File: src/rtl/controle_pkg.sv
// Shared encodings for the instruction sequencer: opcodes, ALU operations,
// FSM states and the instruction-width helper.
package controle_pkg;

    localparam logic [2:0] OP_ADD  = 3'b000;
    localparam logic [2:0] OP_SUB  = 3'b001;
    localparam logic [2:0] OP_NAND = 3'b010;
    localparam logic [2:0] OP_MV   = 3'b011;
    localparam logic [2:0] OP_OUT  = 3'b100;
    localparam logic [2:0] OP_LDI  = 3'b101;
    localparam logic [2:0] OP_ILL  = 3'b110;
    localparam logic [2:0] OP_NOP  = 3'b111;

    localparam logic [1:0] ALU_ADD  = 2'b00;
    localparam logic [1:0] ALU_SUB  = 2'b01;
    localparam logic [1:0] ALU_NAND = 2'b10;

    typedef enum logic [2:0] {
        S_IDLE,
        S_DECODE,
        S_LOAD_A,
        S_EXEC,
        S_WRITE,
        S_MOVE,
        S_OUTP
    } state_t;

    function automatic int iw(input int reg_addr_w);
        return 3 + 2 * reg_addr_w;
    endfunction

    function automatic logic [1:0] alu_of(input logic [2:0] opcode);
        case (opcode)
            OP_SUB:  return ALU_SUB;
            OP_NAND: return ALU_NAND;
            default: return ALU_ADD;
        endcase
    endfunction

endpackage

File: src/rtl/controle_sequencial_if.sv
// Issue port and datapath control strobes of the sequencer; the sequencer
// takes the slave side, whoever issues instructions takes the master side.
interface controle_sequencial_if
    import controle_pkg::*;
#(
    parameter int REG_ADDR_W = 3,
    parameter int DATA_W     = 16
) ();

    localparam int IW   = iw(REG_ADDR_W);
    localparam int NREG = 2 ** REG_ADDR_W;

    logic              run;
    logic [IW-1:0]     instr;
    logic [NREG-1:0]   reg_select;
    logic              imm_select;
    logic [DATA_W-1:0] imm;
    logic              r_select;
    logic              a_enable;
    logic              r_enable;
    logic [1:0]        alu_op;
    logic [NREG-1:0]   reg_enable;
    logic              out_enable;
    logic              busy;
    logic              done;
    logic              illegal;

    modport master (
        output run, instr,
        input  reg_select, imm_select, imm, r_select, a_enable, r_enable,
               alu_op, reg_enable, out_enable, busy, done, illegal
    );

    modport slave (
        input  run, instr,
        output reg_select, imm_select, imm, r_select, a_enable, r_enable,
               alu_op, reg_enable, out_enable, busy, done, illegal
    );

endinterface

File: src/rtl/decodificador_param.sv
// Binary-to-one-hot decoder: N-bit index in, 2**N-bit one-hot out.
module decodificador_param #(
    parameter int N = 3
) (
    input  logic [N-1:0]      bin,
    output logic [2**N-1:0]   onehot
);

    // NOTE: assign a default before the indexed write so no bit is left
    // unassigned on any path; otherwise a latch is inferred.
    always_comb begin
        onehot      = '0;
        onehot[bin] = 1'b1;
    end

endmodule

File: src/rtl/controle_sequencial.sv
// Instruction sequencer: latches one instruction per run request, steps its
// own FSM and drives registered datapath control strobes.
module controle_sequencial
    import controle_pkg::*;
#(
    parameter int REG_ADDR_W = 3,
    parameter int DATA_W     = 16
) (
    input  logic clk,
    input  logic resetn,
    controle_sequencial_if.slave bus
);

    localparam int IW   = iw(REG_ADDR_W);
    localparam int NREG = 2 ** REG_ADDR_W;

    state_t                state;
    state_t                state_next;
    logic [IW-1:0]         ir;
    logic [IW-1:0]         ir_next;
    logic [2:0]            op;
    logic [2:0]            op_next;
    logic [REG_ADDR_W-1:0] rx_next;
    logic [REG_ADDR_W-1:0] ry_next;
    logic                  final_step;
    logic                  capture;
    logic [NREG-1:0]       rx_read_oh;
    logic [NREG-1:0]       ry_read_oh;
    logic [NREG-1:0]       rx_write_oh;

    assign op      = ir[IW-1 -: 3];
    assign op_next = ir_next[IW-1 -: 3];
    assign rx_next = ir_next[2*REG_ADDR_W-1 -: REG_ADDR_W];
    assign ry_next = ir_next[REG_ADDR_W-1:0];

    always_comb begin
        final_step = 1'b0;
        case (state)
            S_DECODE:                final_step = (op == OP_NOP) || (op == OP_ILL);
            S_WRITE, S_MOVE, S_OUTP: final_step = 1'b1;
            default:                 final_step = 1'b0;
        endcase
    end

    assign capture = bus.run && ((state == S_IDLE) || final_step);
    assign ir_next = capture ? bus.instr : ir;

    always_comb begin
        state_next = state;
        if (capture) begin
            state_next = S_DECODE;
        end else if (final_step) begin
            state_next = S_IDLE;
        end else begin
            case (state)
                S_DECODE: begin
                    case (op)
                        OP_ADD, OP_SUB, OP_NAND: state_next = S_LOAD_A;
                        OP_MV, OP_LDI:           state_next = S_MOVE;
                        OP_OUT:                  state_next = S_OUTP;
                        default:                 state_next = S_IDLE;
                    endcase
                end
                S_LOAD_A: state_next = S_EXEC;
                S_EXEC:   state_next = S_WRITE;
                default:  state_next = state;
            endcase
        end
    end

    // Decoders look at the instruction being entered so the strobes can be
    // registered alongside the state they belong to.
    decodificador_param #(.N(REG_ADDR_W)) u_dec_rx_read (
        .bin    (rx_next),
        .onehot (rx_read_oh)
    );

    decodificador_param #(.N(REG_ADDR_W)) u_dec_ry_read (
        .bin    (ry_next),
        .onehot (ry_read_oh)
    );

    decodificador_param #(.N(REG_ADDR_W)) u_dec_rx_write (
        .bin    (rx_next),
        .onehot (rx_write_oh)
    );

    // NOTE: every strobe is a flop cleared by the asynchronous reset, so no
    // write enable can glitch while reset is asserted or as it is released.
    always_ff @(posedge clk or negedge resetn) begin
        if (!resetn) begin
            state          <= S_IDLE;
            ir             <= '0;
            bus.reg_select <= '0;
            bus.imm_select <= 1'b0;
            bus.imm        <= '0;
            bus.r_select   <= 1'b0;
            bus.a_enable   <= 1'b0;
            bus.r_enable   <= 1'b0;
            bus.alu_op     <= ALU_ADD;
            bus.reg_enable <= '0;
            bus.out_enable <= 1'b0;
            bus.busy       <= 1'b0;
            bus.done       <= 1'b0;
            bus.illegal    <= 1'b0;
        end else begin
            // NOTE: non-blocking assignments in clocked logic; later writes
            // below override these defaults within the same edge.
            state          <= state_next;
            ir             <= ir_next;
            bus.busy       <= (state_next != S_IDLE);
            bus.reg_select <= '0;
            bus.imm_select <= 1'b0;
            bus.imm        <= '0;
            bus.r_select   <= 1'b0;
            bus.a_enable   <= 1'b0;
            bus.r_enable   <= 1'b0;
            bus.alu_op     <= ALU_ADD;
            bus.reg_enable <= '0;
            bus.out_enable <= 1'b0;
            bus.done       <= 1'b0;
            bus.illegal    <= 1'b0;
            case (state_next)
                S_DECODE: begin
                    if ((op_next == OP_NOP) || (op_next == OP_ILL)) begin
                        bus.done    <= 1'b1;
                        bus.illegal <= (op_next == OP_ILL);
                    end
                end
                S_LOAD_A: begin
                    bus.reg_select <= rx_read_oh;
                    bus.a_enable   <= 1'b1;
                end
                S_EXEC: begin
                    bus.reg_select <= ry_read_oh;
                    bus.r_enable   <= 1'b1;
                    bus.alu_op     <= alu_of(op_next);
                end
                S_WRITE: begin
                    bus.r_select   <= 1'b1;
                    bus.reg_enable <= rx_write_oh;
                    bus.done       <= 1'b1;
                end
                S_MOVE: begin
                    if (op_next == OP_LDI) begin
                        bus.imm_select <= 1'b1;
                        bus.imm        <= DATA_W'(ry_next);
                    end else begin
                        bus.reg_select <= ry_read_oh;
                    end
                    bus.reg_enable <= rx_write_oh;
                    bus.done       <= 1'b1;
                end
                S_OUTP: begin
                    bus.reg_select <= rx_read_oh;
                    bus.out_enable <= 1'b1;
                    bus.done       <= 1'b1;
                end
                default: ;
            endcase
        end
    end

endmodule

File: src/flat_wrapper.sv
// flat-port wrapper written by rule: the top's interface ports become plain ports
module controle_sequencial_flat import controle_pkg::*;
#(
    parameter int REG_ADDR_W = 3,
    parameter int DATA_W     = 16
)
  (clk, resetn, bus_run, bus_instr, bus_reg_select, bus_imm_select, bus_imm, bus_r_select, bus_a_enable, bus_r_enable, bus_alu_op, bus_reg_enable, bus_out_enable, bus_busy, bus_done, bus_illegal);
  controle_sequencial_if #(.REG_ADDR_W(REG_ADDR_W), .DATA_W(DATA_W)) bus_i ();
  input  logic clk;
  input  logic resetn;
  input wire logic [$bits(bus_i.run)-1:0] bus_run;
  input wire logic [$bits(bus_i.instr)-1:0] bus_instr;
  output wire logic [$bits(bus_i.reg_select)-1:0] bus_reg_select;
  output wire logic [$bits(bus_i.imm_select)-1:0] bus_imm_select;
  output wire logic [$bits(bus_i.imm)-1:0] bus_imm;
  output wire logic [$bits(bus_i.r_select)-1:0] bus_r_select;
  output wire logic [$bits(bus_i.a_enable)-1:0] bus_a_enable;
  output wire logic [$bits(bus_i.r_enable)-1:0] bus_r_enable;
  output wire logic [$bits(bus_i.alu_op)-1:0] bus_alu_op;
  output wire logic [$bits(bus_i.reg_enable)-1:0] bus_reg_enable;
  output wire logic [$bits(bus_i.out_enable)-1:0] bus_out_enable;
  output wire logic [$bits(bus_i.busy)-1:0] bus_busy;
  output wire logic [$bits(bus_i.done)-1:0] bus_done;
  output wire logic [$bits(bus_i.illegal)-1:0] bus_illegal;
  assign bus_i.run = bus_run;
  assign bus_i.instr = bus_instr;
  assign bus_reg_select = bus_i.reg_select;
  assign bus_imm_select = bus_i.imm_select;
  assign bus_imm = bus_i.imm;
  assign bus_r_select = bus_i.r_select;
  assign bus_a_enable = bus_i.a_enable;
  assign bus_r_enable = bus_i.r_enable;
  assign bus_alu_op = bus_i.alu_op;
  assign bus_reg_enable = bus_i.reg_enable;
  assign bus_out_enable = bus_i.out_enable;
  assign bus_busy = bus_i.busy;
  assign bus_done = bus_i.done;
  assign bus_illegal = bus_i.illegal;
  controle_sequencial #(.REG_ADDR_W(REG_ADDR_W), .DATA_W(DATA_W)) u_core (.clk(clk), .resetn(resetn), .bus(bus_i));
endmodule
File: config.mk
export PLATFORM = sky130hd
export DESIGN_NAME = controle_sequencial_flat
export DESIGN_NICKNAME = d
export VERILOG_FILES = /design/src/rtl/controle_pkg.sv /design/src/rtl/controle_sequencial_if.sv /design/src/rtl/decodificador_param.sv /design/src/rtl/controle_sequencial.sv /design/src/flat_wrapper.sv
export SDC_FILE = /design/constraint.sdc
export NUM_CORES = 1
export LEC_CHECK = 0
export CORE_MARGIN = 4
export CORE_UTILIZATION = 42
export DETAILED_ROUTE_END_ITERATION = 12
export PLACE_DENSITY_LB_ADDON = 0.05
export SLEW_MARGIN = 20
export SYNTH_ARGS = -nofsm -noshare
export SYNTH_HDL_FRONTEND = slang
export SYNTH_SLANG_ARGS = --single-unit
File: constraint.sdc
create_clock -name clk -period 2.1 [get_ports clk]
set_input_delay 0.315 -clock clk [delete_from_list [all_inputs] [get_ports clk]]
set_output_delay 0.315 -clock clk [all_outputs]
set_load 0.02 [all_outputs]
==> results of run 1 <==
==> flip-flops by register name, indices dropped and copies added (netlist names) <==
| register | count |
|---|---|
| u_core.state | 3 |
| u_core.bus.alu_op | 2 |
| u_core.bus.a_enable | 1 |
| u_core.bus.r_select | 1 |
| u_core.bus.reg_select | 8 |
| u_core.bus.out_enable | 1 |
| u_core.ir | 9 |
| u_core.bus.reg_enable | 8 |
| u_core.bus.imm_select | 1 |
| u_core.bus.illegal | 1 |
| u_core.bus.r_enable | 1 |
| u_core.bus.busy | 1 |
| u_core.bus.imm | 3 |
| u_core.bus.done | 1 |
==> layout by cell type, fill, tap and decap left out, drive strengths merged, types with 6 or more instances in the layout <==
cell / count
clkdlybuf4s50: 39
a21oi: 8
dfrtp: 41
conb: 13
nand2: 23
nor2: 14
o21ai: 6
buf: 9
nor2b: 6
o22ai: 6
==> routing by layer <==
metal | vias to the layer above | routed length (um) | part of all wire [%]
li1 | 685 | - | -
met1 | 661 | 1680 | 43
met2 | 40 | 1930 | 50
met3 | 5 | 226 | 5.8
met4 | 0 | 44 | 1.1
met5 | - | 0 | 0
==> worst register-to-register path: stages (launching register included) <==
cell      delay (ps)
dfrtp_1          450
nand2b_4         200
o2111a_1         290
mux2_4           320
or4_4            450
o22ai_1          190
==> final cells by class <==
type                       instances  area, um2
multi-input combinational        126        699
sequential                        41       1030
clock inverter                     2       35.0
inverter                           5       18.8
clock buffer                       5       68.8
timing repair buffer              49        478
tap                               50       62.6
fill                             363       1700
==> power groups by stage <==
| stage | Clock, mW | Combinational [mW] | Sequential (mW) |
|---|---|---|---|
| 3_5_place_dp | 0 | 1.50 | 1.18 |
| 4_1_cts | 0.626 | 1.50 | 1.17 |
| 2_1_floorplan | 0 | 0.837 | 1.30 |
| 3_3_place_gp | 0 | 1.48 | 1.18 |
| 5_1_grt | 0.662 | 1.66 | 1.21 |
| 6_report | 0.609 | 1.49 | 1.17 |
==> cells by family after synthesis <==
kind of cell    Yosys count  synth area share (%)
compound gates           35                  12.2
fa+ha+maj                 1                 0.549
buf+inv                  23                  7.82
flops                    41                  56.3
mux                       2                  1.44
other cells               1                 0.206
simple gates             75                  21.5
==> stage by stage <==
stage,instance area [um2],hold slack (ps),utilization [%],instances,power [mW]
after floorplan,1870,19.4,-,190,2.14
after global placement,2270,279,55.7,270,2.66
after global routing,2390,538,58.5,278,3.53
final,2390,499,58.5,278,3.28
after CTS,2390,514,58.5,278,3.30
after detailed placement,2270,295,55.7,270,2.68
==> worst min path at each step <==
stage	startpoint	endpoint	slack [ps]	cells past startpoint
finish	resetn	u_core.bus.reg_enable[7]$_DFF_PN0_	500	2
global route	resetn	u_core.bus.reg_enable[7]$_DFF_PN0_	540	2
CTS	resetn	u_core.bus.reg_enable[2]$_DFF_PN0_	510	2
detailed placement	resetn	u_core.bus.reg_enable[2]$_DFF_PN0_	300	1
global placement	resetn	u_core.bus.reg_enable[3]$_DFF_PN0_	280	1
floorplan	resetn	u_core.bus.a_enable$_DFF_PN0_	20	0
==> metrics.md, run 1 <==
| Metric | Value |
|---|---|
| Status | finished clean |
| Commonest cells post-synth | 41 x dfrtp_1, 23 x nand2_1, 14 x nor2_1 |
| Max-slew headroom | 64.1% |
| Routed length per instance | 14.0 um |
| DR vias | 1391 |
| Setup violators final | 0 |
| Reg-to-Reg Start | u_core.state[2]$_DFF_PN0_ |
| CP max stage delay | 450 ps |
| # diodes | 0 |
| Placeable Area | 0.00409 mm2 |
| Die width | 73.9 um |
| Net switching power | 1.25 mW |
| Setup total negative slack | 0 ps |
| Routing usage on met3 | 3.15% |
| Worst vdd ir | 0.740 mV |
| Final hold vios | 0 |
| Most Used Layer, Global Route | met2 |
| Crit Path Class | register to register |
| Dominant cell by count in the synthesized netlist | dfrtp_1 |
| CTS tree | built |
| Critical Path Sink | u_core.bus.reg_select[6]$_DFF_PN0_ |
| Share of cells above drive strength 1 | 10.1% |
| Worst slack, placed | 1.23 ps |
| WP data required | 2310 ps |
| RSZ-0062 raised after global routing | no |
| Final nets | 240 |
| PortBufs | 40 |
| Clock latency on the worst-skew pair | 290 ps |
| Switching portion of total power | 38.3% |
| CTS clock-pin slew for the worst setup and hold paths | 80 ps |
| Die height | 73.9 um |
| Max-slew violation count | 0 |
| Initial Utilization | 44.6% |
| Site row count | 23 |
| H-tree depth | 2 |
| GR Util met1 | 20.2% |
| Postcts setup bufs | 0 |
| Register bit total from synthesis | 41 |
| PnR worst setup slack | 132 ps |
| Area Growth Syn to Fin | 31.0% |
| Post-CTS sizing | 0 |
| Internal | 2.02 mW |
| RR Endpoint | u_core.bus.reg_select[6]$_DFF_PN0_ |
| Worst hold path class | primary input to asynchronous set/reset pin |
| Kind of cell adding the most delay to the critical path | simple AND/OR/NAND/NOR gates |
| Async SR Flop Fraction | 100% |
| Worst Setup End Kind | register |
| Slowest stage cell, crit path | dfrtp_1 |
| GRT Residual Overflow | 0 |
| Synth Instances | 178 |
| Register share of total power | 35.8% |
| Fmax | 508 MHz |
| Cell Pwr Density | 1370 mW/mm2 |
| Max_cap viols | 0 |
| Average via count per standard cell | 5.00 |
| CP bufs+invs | 0 |
| YS warnings | 0 |
| Pre-Repair DR Iteration Count | 4 |
| Clock buffer depth | 2 |
| Worst Tran Pin Value | 539 ps |
| Comb pwr share | 45.6% |
| CP startpoint | u_core.state[2]$_DFF_PN0_ |
| Minimum clock period | 1970 ps |
| IO Count | 54 |
| Ys flop type | dfrtp_1 |
| Sequential area share after synthesis | 56.3% |
| Post-synth EDFFs | 0 |
| Antenna violations before repair | 0 |
| Area leader, netlist | dfrtp_1 |
| Area of the mapped netlist | 0.00182 mm2 |
| Hold buffers post-CTS | 1 |
| Drt drc | 0 |
| Period Utilization, post-route | 93.7% |
| Crit path depth | 5 |
| Top cells by area, synth | dfrtp_1 56%, buf_4 5.4%, nand2_1 4.7% |
| Final setup skew | 6.10 ps |
| Post-synthesis cell type count | 35 |
| Syn avg cell area | 10.2 um2 |
| Worst reg2reg path depth | 5 |
| Routability cong. | 0.780 |
| Crit path max fanout | 8 |
| Die footprint | 0.00546 mm2 |
| Routed WL | 3.88 mm |
| Post-DP HPWL | 2.98 mm |
| Cts bufs inserted | 5 |
| ANT nets after route | 0 |
| Crit path cell chain | nand2b_4, o2111a_1, mux2_4, or4_4, o22ai_1 |
| Root Driver | clkbuf_8 |
| Register-to-register setup slack | 130 ps |
| Share of Yosys cell area claimed by the top area cell type | 56.3% |
| GRT Util Overall | 16.1% |
| Initial DRC Count | 93 |
| CP Launch Type | register |
| Vias in the first global route | 1441 |
| Clock sinks | 41 |
| Largest net degree at the start of global routing | 22 |
| Clk network pwr share | 18.6% |
| Met2 Resource Use GR | 26.8% |
| Critical path data arrival time | 2180 ps |
| Pleak | 1.09 nW |
| Global-route wire length before repair | 6.67 mm |
Note: power is estimated with default switching activity, not from simulation.
==> run 2, diff against run 1 <==
--- a/config.mk
+++ b/config.mk
@@ -6,7 +6,7 @@
 export NUM_CORES = 1
 export LEC_CHECK = 0
 export CORE_MARGIN = 4
-export CORE_UTILIZATION = 42
+export CORE_UTILIZATION = 46
 export DETAILED_ROUTE_END_ITERATION = 12
 export PLACE_DENSITY_LB_ADDON = 0.05
 export SLEW_MARGIN = 20
==> constraint.sdc (replaced) <==
create_clock -name clk -period 1.9 [get_ports clk]
set_input_delay 0.285 -clock clk [delete_from_list [all_inputs] [get_ports clk]]
set_output_delay 0.285 -clock clk [all_outputs]
set_load 0.02 [all_outputs]
==> run 2 against run 1 <==
Sequential cell count did not move. First-iteration DRC count down 2.2%. Worst hold slack got worse by 450 ps. Sequential share of layout area is 1.4 points lower. Die area decreased by 7.8%. Sequential power up 10%. Non-clock buffer count grew 13. Power up 14%. Final cell count is 4.3% higher. Worst setup slack got worse by 110 ps.
==> metrics.md, run 2 (synthesis results as in run 1) <==
| Metric | Value |
|---|---|
| GRT Util Overall | 16.6% (+0.56 points) |
| Largest registers | u_core.ir (9), u_core.bus.reg_enable (8), u_core.bus.reg_select (8) |
| Die footprint | 0.00503 mm2 (-7.8%) |
| Routed WL | 3.89 mm (+0.26%) |
| DR vias | 1455 (+4.6%) |
| Post-DP HPWL | 2.99 mm (+0.28%) |
| Worst reg2reg path depth | 5 (unchanged) |
| RSZ-0062 raised after global routing | yes |
| Vias in the first global route | 1384 (-4.0%) |
| Worst vdd ir | 0.850 mV (+15%) |
| PnR worst setup slack | 25.5 ps (-106 ps) |
| Cell Pwr Density | 1510 mW/mm2 (+9.9%) |
| Initial Utilization | 48.7% (+4.1 points) |
| ANT nets after route | 0 (unchanged) |
| Area Growth Syn to Fin | 35.8% |
| Global-route wire length before repair | 6.55 mm (-1.8%) |
| Cts bufs inserted | 5 (unchanged) |
| Worst Tran Pin Value | 502 ps (-36.6 ps) |
| Worst slack, placed | -200 ps (-201 ps) |
| Drt drc | 0 (unchanged) |
| Kind of cell adding the most delay to the critical path | simple AND/OR/NAND/NOR gates |
| WP data required | 2120 ps (-190 ps) |
| Critical path data arrival time | 2090 ps (-90 ps) |
| Pre-Repair DR Iteration Count | 4 (unchanged) |
| CP max stage delay | 450 ps (about the same) |
| PortBufs | 40 (unchanged) |
| Setup violators final | 0 (unchanged) |
| Most flops, register | u_core.ir |
| Antenna violations before repair | 0 (unchanged) |
| Placeable Area | 0.00374 mm2 (-8.4%) |
| Clock sinks | 41 (unchanged) |
| Clock latency on the worst-skew pair | 290 ps (about the same) |
| Crit path depth | 5 (unchanged) |
| Max-slew headroom | 66.5% (+2.4 points) |
| Root Driver | clkbuf_8 |
| CP Launch Type | register |
| Hold buffers post-CTS | 0 (-1) |
| # diodes | 0 (unchanged) |
| WHS | 45.9 ps (-453 ps) |
| Slowest stage cell, crit path | or4_4 |
| Site row count | 22 (-4.3%) |
| Minimum clock period | 1870 ps (-93.8 ps) |
| Max_cap viols | 0 (unchanged) |
| Worst hold path class | primary input to asynchronous set/reset pin |
| Crit path cell chain | nand2b_4, o2111a_2, mux2_4, or4_4, o22ai_1 |
| H-tree depth | 2 (unchanged) |
| Average via count per standard cell | 5.02 (+0.27%) |
| Final hold vios | 0 (unchanged) |
| Final setup skew | 9.10 ps (+3.00 ps) |
| Crit Path Class | register to register |
| Routed length per instance | 13.4 um (-3.9%) |
| CTS tree | built |
| Largest net degree at the start of global routing | 42 (+91%) |
| Die height | 71.0 um (-4.0%) |
| Clock buffer depth | 2 (unchanged) |
| Routability cong. | 0.839 (+7.7%) |
| Period Utilization, post-route | 98.7% (+4.9 points) |
| Fmax | 533 MHz (+5.0%) |
| CP bufs+invs | 0 (unchanged) |
| Max-slew violation count | 0 (unchanged) |
| GRT Residual Overflow | 0 (unchanged) |
| IO Count | 54 (unchanged) |
| Initial DRC Count | 91 (-2.2%) |
| Max reg flops | 9 (unchanged) |
| Reg-to-Reg Start | u_core.state[2]$_DFF_PN0_ |
| Pleak | 1.14 nW (+4.6%) |
| Final nets | 253 (+5.4%) |
| Crit path max fanout | 5 (-3) |
| Most frequent cells in the layout | 39 x clkdlybuf4s50_1, 39 x dfrtp_1, 23 x nand2_1 |
| CP startpoint | u_core.state[2]$_DFF_PN0_ |
| CTS clock-pin slew for the worst setup and hold paths | 80 ps (about the same) |
| Status | finished clean |
| Worst Setup End Kind | register |
| Total power | 3.73 mW (+14%) |
| Share of cells above drive strength 1 | 18.2% (+8.1 points) |
| Setup total negative slack | 0 ps (unchanged) |
| Die width | 71.0 um (-4.0%) |
-- run 2: what timing repair did --
item                                    4_1_cts  5_1_grt
pin swaps                                     0        0
setup buffers                                 0        3
endpoints found under the setup margin        2       13
resized for setup                             1        6
-- run 2: where the power goes --
group,internal [mW],leakage (nW),switching [mW]
sequential,1.13,0.542,0.167
clock,0.254,0.0450,0.286
combinational,0.902,0.548,0.993
total,2.28,1.14,1.45
-- run 2: final cells by class --
class | instances | area, um2
fill | 317 | 1270
clock inverter | 2 | 10.0
multi-input combinational | 126 | 724
clock buffer | 6 | 72.6
tap | 48 | 60.1
sequential | 41 | 1030
inverter | 5 | 18.8
timing repair buffer | 62 | 561
-- run 2: worst paths after layout --
path	endpoint	slack, ps
max in group asynchronous	u_core.state[0]$_DFF_PN0_	1480
max reg2reg	u_core.bus.reg_select[2]$_DFF_PN0_	30
min reg2reg	u_core.ir[0]$_DFF_PN0_	540
min	u_core.bus.reg_select[3]$_DFF_PN0_	50
max	u_core.bus.reg_select[2]$_DFF_PN0_	30
min in group clk	u_core.ir[0]$_DFF_PN0_	540
-- run 2: through the flow --
stage	area (um2)	std cells	util, %
2_1_floorplan	1870	190	-
3_3_place_gp	2340	279	62.6
3_5_place_dp	2340	279	62.6
4_1_cts	2430	287	64.8
5_1_grt	2470	290	66.1
6_report	2470	290	66.1
-- run 2: metal layers --
metal,part of all wire (%),global-route usage (%),up-vias
met5,0,0,-
met4,0.36,5.43,0
met3,5.7,5.40,2
met2,52,27.0,45
met1,42,21.1,698
li1,-,-,710
